==> config.mk <==
export PLATFORM = sky130hd
export DESIGN_NAME = section_peak_to_peak
export DESIGN_NICKNAME = d
export VERILOG_FILES = /design/src/rtl/section_peak_to_peak.sv
export SDC_FILE = /design/constraint.sdc
export NUM_CORES = 1
export LEC_CHECK = 0
export CORE_MARGIN = 1
export CORE_UTILIZATION = 60
export CTS_BUF_LIST = sky130_fd_sc_hd__clkbuf_16
export CTS_CLUSTER_DIAMETER = 200
export DETAILED_ROUTE_END_ITERATION = 12
export HOLD_SLACK_MARGIN = 0.12
export PLACE_DENSITY_LB_ADDON = 0.05
export SLEW_MARGIN = 20
export SYNTH_ARGS = -nofsm -noshare
export SYNTH_HDL_FRONTEND = slang
export SYNTH_SLANG_ARGS = --single-unit
==> constraint.sdc <==
create_clock -name clk -period 8.15 [get_ports clk]
set_input_delay 1.63 -clock clk [delete_from_list [all_inputs] [get_ports clk]]
set_output_delay 1.63 -clock clk [all_outputs]
set_load 0.1 [all_outputs]
==> src/rtl/section_peak_to_peak.sv <==
// Multi-channel peak-to-peak (max - min) detector over sections of sample_count samples per channel.
// Define SECTION_PEAK_TO_PEAK_SIGNED_EN to treat samples as two's complement; unsigned otherwise.
module section_peak_to_peak #(
    parameter int unsigned width        = 16,
    parameter int unsigned sample_count = 3,
    parameter int unsigned channels     = 2,
    localparam int unsigned CW = (channels > 1) ? $clog2(channels) : 1,
    localparam int unsigned NW = $clog2(sample_count + 1)
) (
    input  logic             clk,
    input  logic             reset,
    input  logic             i_valid,
    output logic             i_ready,
    input  logic [width-1:0] i_value,
    input  logic [CW-1:0]    i_channel,
    output logic             o_valid,
    input  logic             o_ready,
    output logic [width:0]   o_value,
    output logic [CW-1:0]    o_channel
);

    localparam int unsigned OW = width + 1;

    logic [NW-1:0]    cnt_q [channels];
    logic [width-1:0] min_q [channels];
    logic [width-1:0] max_q [channels];

    logic             ch_ok;
    logic             upd;
    logic             first;
    logic             last;
    logic             take_min;
    logic             take_max;
    logic [CW-1:0]    idx;
    logic [width-1:0] cur_min;
    logic [width-1:0] cur_max;
    logic [width-1:0] new_min;
    logic [width-1:0] new_max;
    logic [OW-1:0]    diff;

    assign i_ready = !o_valid || o_ready;

    // Out-of-range channels complete the handshake but never touch state; idx is clamped so it stays in bounds.
    always_comb begin
        ch_ok    = 32'(i_channel) < channels;
        idx      = ch_ok ? i_channel : '0;
        upd      = i_valid && i_ready && ch_ok;
        cur_min  = min_q[idx];
        cur_max  = max_q[idx];
        first    = cnt_q[idx] == '0;
        last     = cnt_q[idx] == NW'(sample_count - 1);
`ifdef SECTION_PEAK_TO_PEAK_SIGNED_EN
        take_min = $signed(i_value) < $signed(cur_min);
        take_max = $signed(i_value) > $signed(cur_max);
`else
        take_min = i_value < cur_min;
        take_max = i_value > cur_max;
`endif
        new_min  = (first || take_min) ? i_value : cur_min;
        new_max  = (first || take_max) ? i_value : cur_max;
`ifdef SECTION_PEAK_TO_PEAK_SIGNED_EN
        diff     = {new_max[width-1], new_max} - {new_min[width-1], new_min};
`else
        diff     = {1'b0, new_max} - {1'b0, new_min};
`endif
    end

    // Per-channel position within the current section.
    always_ff @(posedge clk or posedge reset) begin
        if (reset) begin
            for (int c = 0; c < int'(channels); c++) begin
                cnt_q[c] <= '0;
            end
        end else if (upd) begin
            cnt_q[idx] <= last ? '0 : cnt_q[idx] + NW'(1);
        end
    end

    // Extremes need no reset: a zero count forces a reload on the next sample.
    always_ff @(posedge clk) begin
        if (upd) begin
            min_q[idx] <= new_min;
            max_q[idx] <= new_max;
        end
    end

    // Single output register; a completion on a transfer edge reloads it with no bubble.
    always_ff @(posedge clk or posedge reset) begin
        if (reset) begin
            o_valid   <= 1'b0;
            o_value   <= '0;
            o_channel <= '0;
        end else if (upd && last) begin
            o_valid   <= 1'b1;
            o_value   <= diff;
            o_channel <= idx;
        end else if (o_ready) begin
            o_valid   <= 1'b0;
        end
    end

endmodule

==> flow_summary.json <==
{
  "grt_pass1_vias": 3610,
  "core_um2": 8380,
  "drc": 0,
  "setup.worst_path.start_class": "input pin",
  "start_util_pct": 63.2,
  "yosysTopAreaCellShare_pct": 36.3,
  "hold_viol_final": 0,
  "ctsHoldBuffers": 0,
  "power_density_nw_per_um2": 347,
  "drt-total-wl_mm": 11.4,
  "required_ns": 8.35,
  "h-tree-depth": 3,
  "cellLeakagePower_uw": 0.00268,
  "seq_power_share_pct": 30.2,
  "ys_ff_latch": 87,
  "gp_congestion": 0.892,
  "p_comb_share_pct": 51.0,
  "ant_nets": 0,
  "cts_root_buf": "clkbuf_16",
  "syn_nets": 523,
  "tightest_slew_ns": 1.08,
  "slew_viol_final": 0,
  "synth.avg_cell_area_um2": 11.7,
  "worstPathMaxFanout": 39,
  "cts_setup_buffers": 0,
  "seq_area_frac_synth_pct": 47.1,
  "cts_tree": "done",
  "grt_max_degree": 42,
  "cts_inserted_buffers": 9,
  "crit_type": "in2reg",
  "synth_area_leader_cell": "edfxtp_1",
  "synth_flop_cell": "edfxtp_1",
  "synthMuxAreaShare_pct": 16.2,
  "ir_drop_mv": 0.358,
  "synth-edff-count": 64,
  "worstSkewPairLatency_ns": 0.34,
  "port_buffers": 40,
  "die_area_um2": 9210,
  "clock_skew_ns": 0.00812,
  "reg2reg_slack_ns": 3.56,
  "arrival_ns": 6.68,
  "area_delta_synth_final_pct": 14.1,
  "switchingPower_uw": 935,
  "post-route-min-period_ns": 6.47,
  "die_h_um": 96.0,
  "synthesis.area_um2": 5300,
  "dp_hpwl_mm": 8.14,
  "final.period_utilization_pct": 79.4,
  "first_pass_iters": 5,
  "drive_above_1_share_pct": 8.80,
  "num_antenna_cells": 0,
  "boundaryPins": 41,
  "antenna_found_initial": 0,
  "synth_fa_ha_area_share_pct": 11.5,
  "fin_util_pct": 72.1,
  "place_inst": 589,
  "switching_share_pct": 44.6,
  "wl_per_cell_um": 18.8,
  "setup_viol": 0,
  "async_flop_share_pct": 26.4,
  "maxCapViolations": 0,
  "track_usage_pct": 26.7,
  "viasPerCell": 6.00,
  "synthTopCellsByArea": "edfxtp_1 (36%), mux2i_1 (12%), ha_1 (11%)",
  "rows": 33,
  "synth.distinct_cells": 51,
  "nNetsFinal": 564,
  "die_width_um": 96.0,
  "drt_iter0_markers": 206,
  "final_cells": 605,
  "grt_pass1_wl_mm": 18.2,
  "p_clk_share_pct": 18.7,
  "grt_setup_unrepaired": "false",
  "synth_xor_area_share_pct": 1.49,
  "p_int_uw": 1160,
  "max_clock_freq_mhz": 155,
  "cts_buffer_depth": 2,
  "synth_top_family_by_area": "multiplexers",
  "hold_class": "reg2reg",
  "max_slew_margin_pct": 27.7,
  "overflow": 0,
  "tns_ns": 0,
  "yosysWarnings": 0,
  "dr_total_vias": 3632,
  "yosys.area_share.simple_pct": 7.39,
  "synthTopCellsByCount": "edfxtp_1 (64), mux2i_1 (63), ha_1 (47), inv_1 (41), nand2_1 (36)",
  "synthCells": 454,
  "fin_total_pwr_uw": 2100,
  "clock_sinks": 87,
  "cts_resized": 0,
  "path_clk_slew_ns": 0.06,
  "endpoint_kind": "flop",
  "synth_compound_area_share_pct": 11.5,
  "synth.most_common_cell": "edfxtp_1",
  "status": "finished clean"
}
==> cells by family after synthesis <==
| kind of cell | count (synthesis) |
|---|---|
| multiplexers | 83 |
| XOR/XNOR | 9 |
| AO/OA/AOI/OAI | 87 |
| flip-flops | 87 |
| adder cells (fa/ha/maj) | 48 |
| buffers and inverters | 55 |
| AND/OR/NAND/NOR | 85 |
==> state kept, by name (all words and copies together), names as in the netlist <==
| name | flops |
|---|---|
| min_q | 32 |
| cnt_q | 4 |
| o_channel | 1 |
| o_valid | 1 |
| max_q | 32 |
| o_value | 17 |
==> routing by layer <==
| layer | GRT usage [%] | vias to the layer above | part of all wire (%) |
|---|---|---|---|
| li1 | - | 1762 | - |
| met1 | 39.0 | 1754 | 49 |
| met2 | 41.3 | 101 | 45 |
| met3 | 2.69 | 15 | 4.4 |
| met4 | 9.58 | 0 | 1.6 |
| met5 | 0 | - | 0 |
==> worst max-delay path, cell delays in order <==
cell and delay, ns:
buf_2 0.79, mux2i_1 0.34, ha_1 0.29, a21oi_1 0.16
o21ai_0 0.12, a221o_1 0.33, nor3_1 0.13, o21a_1 0.54
buf_4 0.32, mux2i_1 0.43, ha_1 0.38, a21o_1 0.22
a211oi_2 0.25, nor3b_2 0.13, o41ai_4 0.33, xor2_1 0.17
o21ai_1 0.08
==> worst paths after layout <==
check	startpoint	to	depth (start not counted)
setup / recovery	i_channel	o_value[12]	17
hold / removal	o_value[2]	o_value[2]	2
setup reg to reg	max_q[1][5]	o_value[12]	16
hold reg to reg	o_value[2]	o_value[2]	2
max in group asynchronous	reset	cnt_q[2]	2
min in group asynchronous	reset	o_value[2]	2
==> layout make-up <==
cell class | count | area, um2
multi-input cells | 312 | 2550
flip-flops and latches | 87 | 2500
fillers | 603 | 2340
repair buffers | 44 | 425
clock buffers | 9 | 225
inverters | 41 | 154
well taps | 105 | 131
clock inverters | 7 | 56.3
==> layout by cell type (no fill, tap or decap), types with 4 or more instances in the layout <==
cell	count
dfrtp_1	23
inv_1	43
a21oi_1	28
mux2_2	19
mux2i_1	63
xor2_1	5
ha_1	47
o21ai_0	20
clkdlybuf4s50_1	39
nor2_1	19
nand2b_1	4
a21o_1	5
nor3_1	5
edfxtp_1	64
xnor2_1	4
buf_4	4
clkbuf_16	9
nand2_1	36
nand4_1	7
nand3_1	5
==> power groups by stage <==
stage               clock, uW  sequential, uW  combinational [uW]
floorplan                   0             936                 528
global placement            0             636                1040
detailed placement          0             639                1060
CTS                       393             633                1070
global route              413             642                1140
finish                    393             633                1070
==> per-stage QoR <==
step                      area [um2]  setup slack [ns]  hold slack [ns]
after floorplan                 5300              2.06            0.494
after global placement          5760              1.46            0.469
after detailed placement        5760              1.39            0.473
after CTS                       6040              1.68            0.493
after global routing            6040              1.33            0.518
final                           6040              1.68            0.489
Power figures use the tool's default switching activity.
